File: config.mk
export PLATFORM = sky130hd
export DESIGN_NAME = axi_aw_w_arbiter
export DESIGN_NICKNAME = d
export VERILOG_FILES = /design/src/rtl/axi_typedef_pkg.sv /design/src/rtl/axi_route_fifo.sv /design/src/rtl/axi_aw_w_arbiter.sv
export SDC_FILE = /design/constraint.sdc
export NUM_CORES = 1
export LEC_CHECK = 0
export BUFFER_PORTS_ARGS = -buffer_cell sky130_fd_sc_hd__buf_2
export CORE_AREA = 2 2 295 297
export CTS_CLUSTER_DIAMETER = 40
export DETAILED_ROUTE_END_ITERATION = 10
export DIE_AREA = 0 0 297 299
export GPL_TIMING_DRIVEN = 0
export PLACE_DENSITY = 0.33
export SLEW_MARGIN = 20
export SYNTH_ARGS = -nofsm -noshare
export SYNTH_HDL_FRONTEND = slang
export SYNTH_SLANG_ARGS = --single-unit
File: constraint.sdc
create_clock -name clk -period 4.9 [get_ports clk]
set_input_delay 0.49 -clock clk [delete_from_list [all_inputs] [get_ports clk]]
set_output_delay 0.49 -clock clk [all_outputs]
set_load 0.02 [all_outputs]
File: src/rtl/axi_typedef_pkg.sv
// Shared AXI crossbar types: master index, burst descriptors and the
// AW arbiter state encodings.
package axi_typedef_pkg;

  localparam int unsigned XBAR_NUM_MST = 4;
  localparam int unsigned MST_IDX_W    = (XBAR_NUM_MST > 1) ? $clog2(XBAR_NUM_MST) : 1;

  typedef logic [MST_IDX_W-1:0] mst_idx_t;
  typedef logic [7:0]           len_t;
  typedef logic [2:0]           size_t;
  typedef logic [1:0]           burst_t;

  localparam logic [0:0] AW_IDLE   = 1'b0;
  localparam logic [0:0] AW_LOCKED = 1'b1;

endpackage

File: src/rtl/axi_route_fifo.sv
// Route FIFO holding granted master indices in AW acceptance order.
// Extra pointer MSB tells full from empty when the address bits match.
module axi_route_fifo
  import axi_typedef_pkg::*;
#(
  parameter int unsigned DEPTH = 4,
  parameter type         idx_t = mst_idx_t
) (
  input  logic clk,
  input  logic rst_n,
  input  logic push,
  input  idx_t push_idx,
  input  logic pop,
  output logic full,
  output logic empty,
  output idx_t head
);

  localparam int unsigned PTR_W = $clog2(DEPTH);

  logic [PTR_W:0] wr_ptr_q, wr_ptr_d;
  logic [PTR_W:0] rd_ptr_q, rd_ptr_d;
  idx_t           mem_q [DEPTH];
  idx_t           mem_d [DEPTH];

  assign empty = (wr_ptr_q == rd_ptr_q);
  assign full  = (wr_ptr_q[PTR_W] != rd_ptr_q[PTR_W]) &&
                 (wr_ptr_q[PTR_W-1:0] == rd_ptr_q[PTR_W-1:0]);
  assign head  = mem_q[rd_ptr_q[PTR_W-1:0]];

  always_comb begin
    mem_d    = mem_q;
    wr_ptr_d = wr_ptr_q;
    rd_ptr_d = rd_ptr_q;
    if (push && !full) begin
      mem_d[wr_ptr_q[PTR_W-1:0]] = push_idx;
      wr_ptr_d                   = wr_ptr_q + (PTR_W+1)'(1);
    end
    if (pop && !empty) begin
      rd_ptr_d = rd_ptr_q + (PTR_W+1)'(1);
    end
  end

  always_ff @(posedge clk or negedge rst_n) begin
    if (!rst_n) begin
      wr_ptr_q <= '0;
      rd_ptr_q <= '0;
      for (int i = 0; i < DEPTH; i++) begin
        mem_q[i] <= '0;
      end
    end else begin
      wr_ptr_q <= wr_ptr_d;
      rd_ptr_q <= rd_ptr_d;
      mem_q    <= mem_d;
    end
  end

endmodule

File: src/rtl/axi_aw_w_arbiter.sv
// Round-robin AW arbiter for one crossbar slave port; W follows the
// recorded AW grant order one whole burst at a time.
//
//   state     | meaning
//   AW_IDLE   | free to pick the next requester at or after rr_ptr
//   AW_LOCKED | AW offered but not accepted; grant held on lock_idx
module axi_aw_w_arbiter
  import axi_typedef_pkg::*;
#(
  parameter int unsigned NUM_MST     = 4,
  parameter int unsigned AW_W        = 64,
  parameter int unsigned W_W         = 80,
  parameter int unsigned ROUTE_DEPTH = 4
) (
  input  logic                         clk,
  input  logic                         rst_n,
  input  logic [NUM_MST-1:0]           mst_aw_valid,
  output logic [NUM_MST-1:0]           mst_aw_ready,
  input  logic [NUM_MST*AW_W-1:0]      mst_aw_payload,
  input  logic [NUM_MST-1:0]           mst_w_valid,
  output logic [NUM_MST-1:0]           mst_w_ready,
  input  logic [NUM_MST-1:0]           mst_w_last,
  input  logic [NUM_MST*W_W-1:0]       mst_w_payload,
  output logic                         slv_aw_valid,
  input  logic                         slv_aw_ready,
  output logic [AW_W-1:0]              slv_aw_payload,
  output logic [$clog2(NUM_MST)-1:0]   slv_aw_sel,
  output logic                         slv_w_valid,
  input  logic                         slv_w_ready,
  output logic                         slv_w_last,
  output logic [W_W-1:0]               slv_w_payload
);

  localparam int unsigned IDX_W = $clog2(NUM_MST);
  typedef logic [IDX_W-1:0] idx_t;

  logic [0:0]    state_q, state_d;
  idx_t          lock_idx_q, lock_idx_d;
  idx_t          rr_ptr_q, rr_ptr_d;

  logic [AW_W-1:0] aw_pl [NUM_MST];
  logic [W_W-1:0]  w_pl  [NUM_MST];

  for (genvar g = 0; g < NUM_MST; g++) begin : g_unpack
    assign aw_pl[g] = mst_aw_payload[g*AW_W +: AW_W];
    assign w_pl[g]  = mst_w_payload[g*W_W +: W_W];
  end

  logic        fifo_full;
  logic        fifo_empty;
  idx_t        fifo_head;

  int unsigned rr_cand;
  idx_t        rr_cand_idx;
  idx_t        rr_pick;
  logic        rr_found;

  always_comb begin
    rr_cand     = 0;
    rr_cand_idx = '0;
    rr_pick     = '0;
    rr_found    = 1'b0;
    for (int unsigned off = 0; off < NUM_MST; off++) begin
      rr_cand = {{(32-IDX_W){1'b0}}, rr_ptr_q} + off;
      if (rr_cand >= NUM_MST) begin
        rr_cand = rr_cand - NUM_MST;
      end
      rr_cand_idx = rr_cand[IDX_W-1:0];
      if (!rr_found && mst_aw_valid[rr_cand_idx]) begin
        rr_found = 1'b1;
        rr_pick  = rr_cand_idx;
      end
    end
  end

  logic aw_locked;
  idx_t grant_idx;
  logic grant_vld;
  logic aw_hs;

  // A locked grant never needs the full check: it was taken while not full
  // and nothing else can push in between.
  assign aw_locked = (state_q == AW_LOCKED);
  assign grant_idx = aw_locked ? lock_idx_q : rr_pick;
  assign grant_vld = aw_locked | (rr_found & ~fifo_full);
  assign aw_hs     = grant_vld & slv_aw_ready;

  always_comb begin
    slv_aw_valid   = grant_vld;
    slv_aw_sel     = '0;
    slv_aw_payload = '0;
    mst_aw_ready   = '0;
    if (grant_vld) begin
      slv_aw_sel              = grant_idx;
      slv_aw_payload          = aw_pl[grant_idx];
      mst_aw_ready[grant_idx] = slv_aw_ready;
    end
  end

  always_comb begin
    state_d    = state_q;
    lock_idx_d = lock_idx_q;
    rr_ptr_d   = rr_ptr_q;
    case (state_q)
      AW_IDLE: begin
        if (grant_vld && !slv_aw_ready) begin
          state_d    = AW_LOCKED;
          lock_idx_d = grant_idx;
        end
      end
      AW_LOCKED: begin
        if (slv_aw_ready) begin
          state_d = AW_IDLE;
        end
      end
      default: state_d = AW_IDLE;
    endcase
    if (aw_hs) begin
      rr_ptr_d = (grant_idx == idx_t'(NUM_MST-1)) ? '0 : grant_idx + idx_t'(1);
    end
  end

  always_ff @(posedge clk or negedge rst_n) begin
    if (!rst_n) begin
      state_q    <= AW_IDLE;
      lock_idx_q <= '0;
      rr_ptr_q   <= '0;
    end else begin
      state_q    <= state_d;
      lock_idx_q <= lock_idx_d;
      rr_ptr_q   <= rr_ptr_d;
    end
  end

  logic w_pop;

  always_comb begin
    slv_w_valid   = 1'b0;
    slv_w_last    = 1'b0;
    slv_w_payload = '0;
    mst_w_ready   = '0;
    if (!fifo_empty) begin
      slv_w_valid            = mst_w_valid[fifo_head];
      slv_w_last             = mst_w_last[fifo_head];
      slv_w_payload          = w_pl[fifo_head];
      mst_w_ready[fifo_head] = slv_w_ready;
    end
  end

  assign w_pop = slv_w_valid & slv_w_ready & slv_w_last;

  axi_route_fifo #(
    .DEPTH (ROUTE_DEPTH),
    .idx_t (idx_t)
  ) u_route_fifo (
    .clk      (clk),
    .rst_n    (rst_n),
    .push     (aw_hs),
    .push_idx (grant_idx),
    .pop      (w_pop),
    .full     (fifo_full),
    .empty    (fifo_empty),
    .head     (fifo_head)
  );

endmodule
==> impl_metrics.json, run 1 <==
{
  "io_pins": 749,
  "outcome": "complete, no violations",
  "synthToLayoutAreaGrowth_pct": 96.6,
  "crit_start": "aw_locked",
  "rsz0062_at_grt": "false",
  "path_clk_slew_ns": 0.06,
  "final_antenna_net_count": 0,
  "fin_hold_ws_ns": 0.188,
  "p_total_mw": 9.49,
  "gpl.final_weighted_congestion": 0.976,
  "leakagePower_nw": 5.13,
  "synth_top_area_share_pct": 33.7,
  "die-width_um": 297,
  "startpoint_type": "register",
  "core_mm2": 0.0859,
  "r2r_slack_ns": 2.00,
  "drt_iter0_drc": 349,
  "initial_core_util_pct": 6.38,
  "period_share_pct": 84.8,
  "grt_pass1_vias": 8497,
  "ys_async_sr_fraction_pct": 100,
  "syn_area_mm2": 0.00548,
  "num_vias": 7989,
  "critical_path_class": "register to output port",
  "dp_hpwl_um": 52200,
  "setup_ws_ns": 0.745,
  "row_count": 108,
  "cts_buffers": 3,
  "synth_cell_types": 34,
  "worstMarginPinSlew_ns": 0.968,
  "finalMaxSlewViolations": 0,
  "clk_latency_ns": 0.25,
  "grt_pass1_wl_um": 73100,
  "syn_inst": 527,
  "viasPerCell": 3.28,
  "cp_max_fo": 10,
  "hold_viol": 0,
  "setup_viol_count_final": 0,
  "cts_tree": "yes",
  "wl_per_cell_um": 23.2,
  "clk_path_buf_depth": 2,
  "die_h_um": 299,
  "cts_root_buffer": "clkbuf_16",
  "grt_max_degree": 20,
  "syn_avg_cell_area_um2": 10.4,
  "cts_sinks": 19,
  "cp-end-kind": "output port",
  "grtUsageTotal_pct": 11.9,
  "cts_setup_buffers": 0,
  "grt_overflow_total": 0,
  "fmax_ghz": 0.241,
  "htree_levels": 1,
  "detail_route.wirelength_um": 56500,
  "ys.flop_type": "dfrtp_1",
  "synth_nets": 1125,
  "synth-seq-cells": 19,
  "synth_edf_count": 0,
  "cp.arrival_ns": 3.67,
  "synthTopCellsByCount": "136 x mux2i_1, 85 x nor2b_1, 82 x mux4_2, 65 x o22ai_1, 29 x clkbuf_1",
  "worst_slew_margin_rel_pct": 35.5,
  "synth_area_leaders": "mux4_2 34%, mux2i_1 25%, nor2b_1 9.7%",
  "cts_resized": 0,
  "antenna_found_initial": 19,
  "final_nets": 1879,
  "worstHoldPathType": "input port to asynchronous set/reset pin",
  "cp.required_ns": 4.41,
  "drive_gt1_share_pct": 68.4,
  "cts-hold-fix-buffers": 0,
  "p_per_area_mw_per_mm2": 881,
  "synth_top_area_cell": "mux4_2",
  "yosysMostFrequentCell": "mux2i_1",
  "setup-tns-final_ns": 0,
  "yosys_warnings": 0,
  "first_pass_iters": 5,
  "ys_seq_area_share_pct": 8.67,
  "drc": 0,
  "r2r_start": "aw_locked",
  "finClkSkew_ns": 0.00377,
  "layout_min_cycle_time_ns": 4.16,
  "ff2ff_path_depth": 6,
  "die_area_mm2": 0.0888,
  "drv_cap": 0,
  "pre_cts_ws_ns": 0.564,
  "vdd_drop_max_v": 0.000224,
  "port_buffers": 748,
  "r2r_end": "rr_ptr_q[1]"
}
-- critical path: stages, from the launching register on --
cell and delay [ns]:
dfrtp_1 0.36, clkbuf_1 0.19, o41ai_1 0.76, clkbuf_1 0.69
buf_2 0.48, mux2i_1 0.48, o22ai_1 0.19, buf_2 0.24
-- report_power, final --
| group | internal [mW] | switching [mW] |
|---|---|---|
| registers | 0.235 | 0.0592 |
| clock network | 0.110 | 0.0616 |
| logic | 3.29 | 5.74 |
-- per-stage QoR --
| stage | std cells | instance area, um^2 | util [%] |
|---|---|---|---|
| 6_report | 2439 | 10800 | 12.5 |
| 5_1_grt | 2438 | 10800 | 12.5 |
| 4_1_cts | 2435 | 10800 | 12.5 |
| 3_5_place_dp | 2431 | 10700 | 12.4 |
| 3_3_place_gp | 2430 | 10700 | 12.4 |
| 2_1_floorplan | 527 | 5480 | - |
-- kinds of logic after synthesis --
logic type / Yosys count / share of synthesized area [%]
xor+xnor: 7 / 1.12
buf+inv: 66 / 5.82
compound gates: 80 / 9.24
fa+ha+maj: 6 / 1.37
flops: 19 / 8.67
mux: 229 / 60.8
simple gates: 120 / 13.0
-- worst max-delay path by stage --
stage	endpoint	cells past startpoint	slack, ns
CTS	slv_aw_payload[46]	8	0.49
global placement	slv_aw_payload[4]	7	0.38
finish	slv_aw_payload[46]	7	0.74
detailed placement	slv_aw_payload[46]	9	0.56
global route	slv_aw_payload[46]	8	0.49
floorplan	mst_aw_ready[1]	6	2.21
-- metal layers --
metal	track usage, %	vias up	share of wire (%)
li1	-	3609	-
met5	0	-	0.13
met1	13.2	3768	37
met3	2.77	68	6.8
met4	3.27	10	3.1
met2	22.6	534	53
-- cells in the final DEF, fill, tap and decap left out, types with 7 or more instances in the layout --
cell / instances
o22ai_1: 65
buf_2: 769
clkbuf_1: 29
mux4_2: 82
dfrtp_1: 19
mux2i_1: 136
mux2_2: 11
nand2_1: 11
buf_6: 7
nor2b_1: 85
-- registers in the layout, indices dropped and copies added (netlist names) --
| name | cells |
|---|---|
| rr_ptr_q | 2 |
| u_route_fifo.wr_ptr_q | 3 |
| u_route_fifo.rd_ptr_q | 3 |
| lock_idx_q | 2 |
| u_route_fifo.mem_q | 8 |
| aw_locked | 1 |
-- area by class of cell --
| class | instances | area, um^2 |
|---|---|---|
| multi-input combinational | 442 | 4690 |
| inverter | 6 | 22.5 |
| clock inverter | 1 | 5.00 |
| antenna | 4 | 10.0 |
| clock buffer | 3 | 75.1 |
| buffer | 60 | 297 |
| sequential | 19 | 475 |
| tap | 1155 | 1450 |
| timing repair buffer | 749 | 3750 |
| fill | 10100 | 75200 |
Power figures use the tool's default switching activity.
==> run 2, diff against run 1 <==
--- a/config.mk
+++ b/config.mk
@@ -5,13 +5,14 @@
 export SDC_FILE = /design/constraint.sdc
 export NUM_CORES = 1
 export LEC_CHECK = 0
+export ABC_AREA = 1
 export BUFFER_PORTS_ARGS = -buffer_cell sky130_fd_sc_hd__buf_2
-export CORE_AREA = 2 2 295 297
+export CORE_AREA = 2 2 292 294
 export CTS_CLUSTER_DIAMETER = 40
 export DETAILED_ROUTE_END_ITERATION = 10
-export DIE_AREA = 0 0 297 299
+export DIE_AREA = 0 0 294 296
 export GPL_TIMING_DRIVEN = 0
-export PLACE_DENSITY = 0.33
+export PLACE_DENSITY = 0.35
 export SLEW_MARGIN = 20
 export SYNTH_ARGS = -nofsm -noshare
 export SYNTH_HDL_FRONTEND = slang
==> constraint.sdc (replaced) <==
create_clock -name clk -period 3.4 [get_ports clk]
set_input_delay 0.34 -clock clk [delete_from_list [all_inputs] [get_ports clk]]
set_output_delay 0.34 -clock clk [all_outputs]
set_load 0.02 [all_outputs]
==> run 2 against run 1 <==
  * Combinational power grew 88%
  * Largest cell class unchanged
  * Non-clock buffer count increased by 41
  * Hold slack got worse by 0.14 ns
  * Global-route usage rose by 2.9 points
  * Sequential cell count unchanged
==> impl_metrics.json, run 2 <==
{
  "outcome": "complete, no violations",
  "first_pass_iters": 5,
  "wl_per_cell_um": 22.8,
  "yosysMostFrequentCell": "nand2_1",
  "hold_viol": 0,
  "detail_route.wirelength_um": 69300,
  "syn_area_mm2": 0.00605,
  "ys_seq_area_share_pct": 7.86,
  "grt_pass1_wl_um": 89600,
  "final_nets": 2534,
  "viasPerCell": 3.75,
  "worstHoldPathType": "input port to asynchronous set/reset pin",
  "gpl.final_weighted_congestion": 0.890,
  "cp.arrival_ns": 2.85,
  "grt_max_degree": 20,
  "fin_util_pct": 13.6,
  "die_area_mm2": 0.0870,
  "finClkSkew_ns": 0.00338,
  "final_cell_mix": "752 x buf_2, 399 x nand2_1, 208 x nand3_1",
  "reg_top3": "u_route_fifo.mem_q x8, u_route_fifo.rd_ptr_q x3, u_route_fifo.wr_ptr_q x3",
  "grtUsageTotal_pct": 14.9,
  "finalMaxSlewViolations": 0,
  "p_per_area_mw_per_mm2": 1540,
  "worst_slew_margin_rel_pct": 29.9,
  "drt_iter0_drc": 534,
  "cts_sinks": 19,
  "cp-end-kind": "output port",
  "vdd_drop_max_v": 0.000478,
  "synth_top_area_cell": "nand2_1",
  "largest_reg_flops": 8,
  "setup-tns-final_ns": 0,
  "drive_gt1_share_pct": 43.8,
  "setup_ws_ns": 0.210,
  "cts_root_buffer": "clkbuf_16",
  "final_common_cell": "buf_2",
  "grt_overflow_total": 0,
  "grt_pass1_vias": 11300,
  "row_count": 107,
  "setup_viol_count_final": 0,
  "cts_buffers": 3,
  "syn_inst": 1178,
  "synth_top_area_share_pct": 24.9,
  "syn_avg_cell_area_um2": 5.13,
  "num_vias": 11400,
  "ys_async_sr_fraction_pct": 100,
  "drc": 0,
  "synth_cell_types": 30,
  "cp_max_fo": 10,
  "die-width_um": 294,
  "top_register": "u_route_fifo.mem_q",
  "port_buffers": 748,
  "core_mm2": 0.0842,
  "period_share_pct": 93.8,
  "initial_core_util_pct": 7.18,
  "worstMarginPinSlew_ns": 1.05,
  "io_pins": 749,
  "final_antenna_net_count": 0,
  "synth-seq-cells": 19,
  "critical_path_class": "register to output port",
  "synthToLayoutAreaGrowth_pct": 89.9,
  "pre_cts_ws_ns": -0.556,
  "p_total_mw": 17.7,
  "synthTopCellsByCount": "401 x nand2_1, 209 x nand3_1, 160 x a22oi_1, 142 x inv_1, 82 x a21oi_1",
  "die_h_um": 296,
  "yosys_warnings": 0,
  "antenna_found_initial": 31,
  "dp_hpwl_um": 61300,
  "fmax_ghz": 0.314,
  "htree_levels": 1,
  "ys.flop_type": "dfrtp_1",
  "leakagePower_nw": 6.61,
  "startpoint_type": "register",
  "synth_edf_count": 0,
  "cts_tree": "yes",
  "drv_cap": 0,
  "layout_min_cycle_time_ns": 3.19,
  "cp.required_ns": 3.06,
  "fin_hold_ws_ns": 0.0482,
  "synth_nets": 1776,
  "path_clk_slew_ns": 0.06,
  "clk_path_buf_depth": 2,
  "synth_area_leaders": "nand2_1 25%, a22oi_1 20%, nand3_1 17%",
  "clk_latency_ns": 0.25
}
[run 2: cell count changes after synthesis, sizes merged, moves of 8 or more]
| cell | before | now |
|---|---|---|
| nor2 | 4 | 21 |
| nand2 | 11 | 405 |
| a22oi | 0 | 160 |
| clkbuf | 29 | 61 |
| a21oi | 1 | 82 |
| mux2i | 136 | 0 |
| mux4 | 82 | 0 |
| inv | 6 | 149 |
| nor2b | 85 | 0 |
| mux2 | 11 | 0 |
| o22ai | 65 | 2 |
| o21ai | 5 | 13 |
| nand3 | 2 | 210 |
[run 2: area by class of cell]
| type | count | area [um^2] |
|---|---|---|
| repair buffers | 753 | 3830 |
| flip-flops and latches | 19 | 475 |
| diodes | 13 | 32.5 |
| fillers | 10100 | 72700 |
| clock buffers | 3 | 75.1 |
| plain buffers | 97 | 544 |
| well taps | 1090 | 1360 |
| clock inverters | 1 | 5.00 |
| multi-input cells | 913 | 4590 |
| inverters | 149 | 567 |
[run 2: path summary, 6_finish.rpt]
check                           cells past startpoint                        to                      from  slack, ns
worst max-delay path                               10         slv_w_payload[44]  u_route_fifo.rd_ptr_q[0]       0.21
max in group asynchronous                           1  u_route_fifo.wr_ptr_q[1]                     rst_n       3.01
worst max register to register                     14  u_route_fifo.rd_ptr_q[1]  u_route_fifo.rd_ptr_q[0]       0.61
worst min register to register                      2     u_route_fifo.mem_q[2]     u_route_fifo.mem_q[2]       0.48
worst min-delay path                                1     u_route_fifo.mem_q[7]                     rst_n       0.05
min in group clk                                    2                 aw_locked              slv_aw_ready       0.34
[run 2: worst max-delay path, stage by stage (launching register included)]
cell and delay [ns]:
dfrtp_1 0.51, inv_2 0.13, nand2_1 0.08, nand3_1 0.06, nand2_1 0.23, nand2_2 0.23
inv_4 0.24, clkbuf_1 0.44, a22oi_1 0.18, a21oi_1 0.24, buf_2 0.24
[run 2: kinds of logic (layout without fill, tap and decap cells)]
family                   after synthesis  after routing  share of synthesized area [%]
buffers and inverters                246           1003                           17.0
AO/OA/AOI/OAI                        258            258                           28.1
adder cells (fa/ha/maj)                6              6                           1.24
AND/OR/NAND/NOR                      645            645                           45.2
XOR/XNOR                               4              4                          0.579
flip-flops                            19             19                           7.86
other                                  0             13                              0
[run 2: layer usage]
layer | track usage [%] | wire (um) | share of wire, %
met2 | 30.0 | 37800 | 55
met4 | 4.52 | 2200 | 3.2
met5 | 0 | 150 | 0.22
met1 | 14.7 | 24300 | 35
met3 | 3.52 | 4800 | 6.9
[run 2: per-stage QoR]
step / std cells / cell area [um^2]
2_1_floorplan: 1178 / 6050
6_report: 3038 / 11500
5_1_grt: 3029 / 11500
3_3_place_gp: 3016 / 11200
3_5_place_dp: 3018 / 11200
4_1_cts: 3022 / 11300
[run 2: where the power goes]
part           internal, mW  leakage (nW)  switching [mW]
Clock                 0.158        0.0410          0.0901
Sequential            0.332         0.236          0.0925
Combinational          4.95          6.34            12.1
[run 2: what timing repair did]
item / 4_1_cts / 5_1_grt
gates resized for setup: 28 / 51
setup endpoints to repair: 130 / 89
setup buffers: 0 / 3
pin swaps: 0 / 2
hold buffers: 0 / 0
==> run 3, diff against run 2 <==
--- a/config.mk
+++ b/config.mk
@@ -7,13 +7,14 @@
 export LEC_CHECK = 0
 export ABC_AREA = 1
 export BUFFER_PORTS_ARGS = -buffer_cell sky130_fd_sc_hd__buf_2
-export CORE_AREA = 2 2 292 294
+export CORE_AREA = 2 2 291 293
 export CTS_CLUSTER_DIAMETER = 40
 export DETAILED_ROUTE_END_ITERATION = 10
-export DIE_AREA = 0 0 294 296
+export DIE_AREA = 0 0 293 295
 export GPL_TIMING_DRIVEN = 0
 export PLACE_DENSITY = 0.35
 export SLEW_MARGIN = 20
 export SYNTH_ARGS = -nofsm -noshare
 export SYNTH_HDL_FRONTEND = slang
+export SYNTH_HIERARCHICAL = 1
 export SYNTH_SLANG_ARGS = --single-unit
==> run 3 against run 2 <==
  * Via count up 1.3%
  * First-iteration DRC count down 9.4%
  * Sequential share of layout area down 0.087 points
  * Global-route usage down 0.42 points
  * Critical path type unchanged
  * Largest power group unchanged
  * Highest routed layer unchanged
==> impl_metrics.json, run 3 <==
{
  "critical_path_class": "register to output port",
  "worstMarginPinSlew_ns": 0.928,
  "clk_path_buf_depth": 2,
  "ys.flop_type": "dfrtp_1",
  "setup-tns-final_ns": 0,
  "cp-end-kind": "output port",
  "synthTopCellsByCount": "340 x nand2_1, 201 x nand3_1, 160 x a22oi_1, 151 x inv_1, 144 x a21oi_1",
  "htree_levels": 1,
  "wl_per_cell_um": 21.9,
  "switching_share_pct": 69.6,
  "setup_viol_count_final": 0,
  "r2r_start": "u_route_fifo/rd_ptr_q[0]",
  "cts_root_buffer": "clkbuf_16",
  "intPower_mw": 5.63,
  "cp.required_ns": 3.06,
  "yosysMostFrequentCell": "nand2_1",
  "final_common_cell": "buf_2",
  "ys_async_sr_fraction_pct": 100,
  "layout_min_cycle_time_ns": 3.26,
  "first_pass_iters": 5,
  "row_count": 106,
  "clk_latency_ns": 0.26,
  "top_register": "u_route_fifo/mem_q",
  "drc": 0,
  "die_h_um": 295,
  "num_vias": 11500,
  "p_per_area_mw_per_mm2": 1580,
  "cp.arrival_ns": 2.92,
  "worst_slew_margin_rel_pct": 38.1,
  "synth_top_area_cell": "nand2_1",
  "cts_tree": "yes",
  "syn_inst": 1207,
  "period_share_pct": 96.0,
  "fmax_ghz": 0.306,
  "synth_nets": 1805,
  "p_clk_share_pct": 1.3,
  "final_cells": 3049,
  "drive_gt1_share_pct": 44.1,
  "antenna_found_initial": 16,
  "p_total_mw": 18.5,
  "synth_area_leaders": "nand2_1 20%, a22oi_1 19%, nand3_1 16%",
  "synth-seq-cells": 19,
  "die_area_mm2": 0.0864,
  "grt_overflow_total": 0,
  "outcome": "complete, no violations",
  "cts-hold-fix-buffers": 0,
  "io_pins": 749,
  "startpoint_type": "register",
  "synth_edf_count": 0,
  "gpl.final_weighted_congestion": 0.829,
  "syn_avg_cell_area_um2": 5.28,
  "grt_pass1_vias": 11600,
  "finalMaxSlewViolations": 0,
  "dp.cells": 3038,
  "pre_cts_ws_ns": -0.969,
  "final_cell_mix": "774 x buf_2, 340 x nand2_1, 201 x nand3_1",
  "die-width_um": 293,
  "crit_start": "u_route_fifo/rd_ptr_q[0]",
  "hold_viol": 0,
  "grt_max_degree": 20,
  "fin_util_pct": 14.1,
  "synth_cell_types": 35,
  "cts_buffers": 3,
  "initial_core_util_pct": 7.66,
  "drt_iter0_drc": 484,
  "path_clk_slew_ns": 0.06,
  "cp_max_fo": 10,
  "ys_seq_area_share_pct": 7.46,
  "viasPerCell": 3.78,
  "pwr-share-comb_pct": 96.4,
  "detail_route.wirelength_um": 66800,
  "final_nets": 2561,
  "setup_ws_ns": 0.137,
  "syn_area_mm2": 0.00637,
  "final_antenna_net_count": 0,
  "pwr-share-seq_pct": 2.3,
  "vdd_drop_max_v": 0.000497,
  "worstHoldPathType": "input port to asynchronous set/reset pin",
  "rsz0062_at_grt": "true",
  "leakagePower_nw": 6.60,
  "grtUsageTotal_pct": 14.4,
  "largest_reg_flops": 8,
  "drv_cap": 0,
  "synthToLayoutAreaGrowth_pct": 84.1,
  "core_mm2": 0.0832,
  "synth_top_area_share_pct": 20.0,
  "finClkSkew_ns": 0.00635,
  "grt_pass1_wl_um": 88500,
  "yosys_warnings": 6,
  "dp_hpwl_um": 60600,
  "reg_top3": "u_route_fifo/mem_q x8, u_route_fifo/rd_ptr_q x3, u_route_fifo/wr_ptr_q x3",
  "cts_sinks": 19,
  "power.switching_mw": 12.9,
  "port_buffers": 748
}
==> run 3: worst max-delay path: stages, from the launching register on <==
cell,delay [ns]
dfrtp_1,0.47
inv_1,0.16
o21ai_0,0.15
o22ai_4,0.30
inv_1,0.14
nor2_4,0.40
clkbuf_1,0.47
a22oi_1,0.20
a21oi_1,0.19
buf_2,0.19
==> run 3: power by group through the flow <==
stage	sequential [mW]	clock [mW]	combinational [mW]
floorplan	0.392	0	9.97
global placement	0.427	0	18.2
CTS	0.423	0.255	18.4
global route	0.438	0.265	19.3
finish	0.421	0.246	17.8
detailed placement	0.425	0	18.2
==> run 3: per-stage QoR <==
step           hold WS, ns  area [um^2]
3_3_place_gp         0.332        11500
5_1_grt             0.0574        11700
6_report            0.0294        11700
2_1_floorplan       0.0444         6370
4_1_cts             0.0520        11700
3_5_place_dp         0.328        11500
==> run 3: path summary, 6_finish.rpt <==
check | endpoint | slack [ns] | cells past startpoint
min | u_route_fifo/mem_q[4] | 0.03 | 1
max in group asynchronous | u_route_fifo/rd_ptr_q[0] | 3.05 | 1
max reg2reg | u_route_fifo/rd_ptr_q[2] | 0.55 | 13
min in group clk | aw_locked | 0.28 | 2
max | slv_w_payload[16] | 0.14 | 9
min reg2reg | u_route_fifo/mem_q[3] | 0.47 | 2
==> run 3: layer usage <==
metal | vias up | GRT usage [%] | wire, um
li1 | 5616 | - | -
met1 | 5263 | 14.5 | 23500
met2 | 584 | 29.4 | 36700
met3 | 62 | 3.08 | 4410
met4 | 6 | 4.15 | 2240
met5 | - | 0 | 41
==> run 3: repair_timing <==
action,4_1_cts,5_1_grt
buffers inserted,0,1
resized for setup,35,31
endpoints found under the setup margin,86,58
pin swaps,0,2
==> run 3: cell type report <==
cell class | instances | area, um^2
tap | 1080 | 1350
inverter | 158 | 598
clock inverter | 1 | 5.00
fill | 10100 | 71400
multi-input combinational | 920 | 4770
sequential | 19 | 475
antenna | 7 | 17.5
timing repair buffer | 752 | 3790
clock buffer | 3 | 75.1
buffer | 109 | 649
==> run 3: cell families after synthesis <==
family | share of synthesized area, %
flops | 7.46
xor+xnor | 0.275
buf+inv | 18.6
compound gates | 31.7
simple gates | 40.8
fa+ha+maj | 1.18
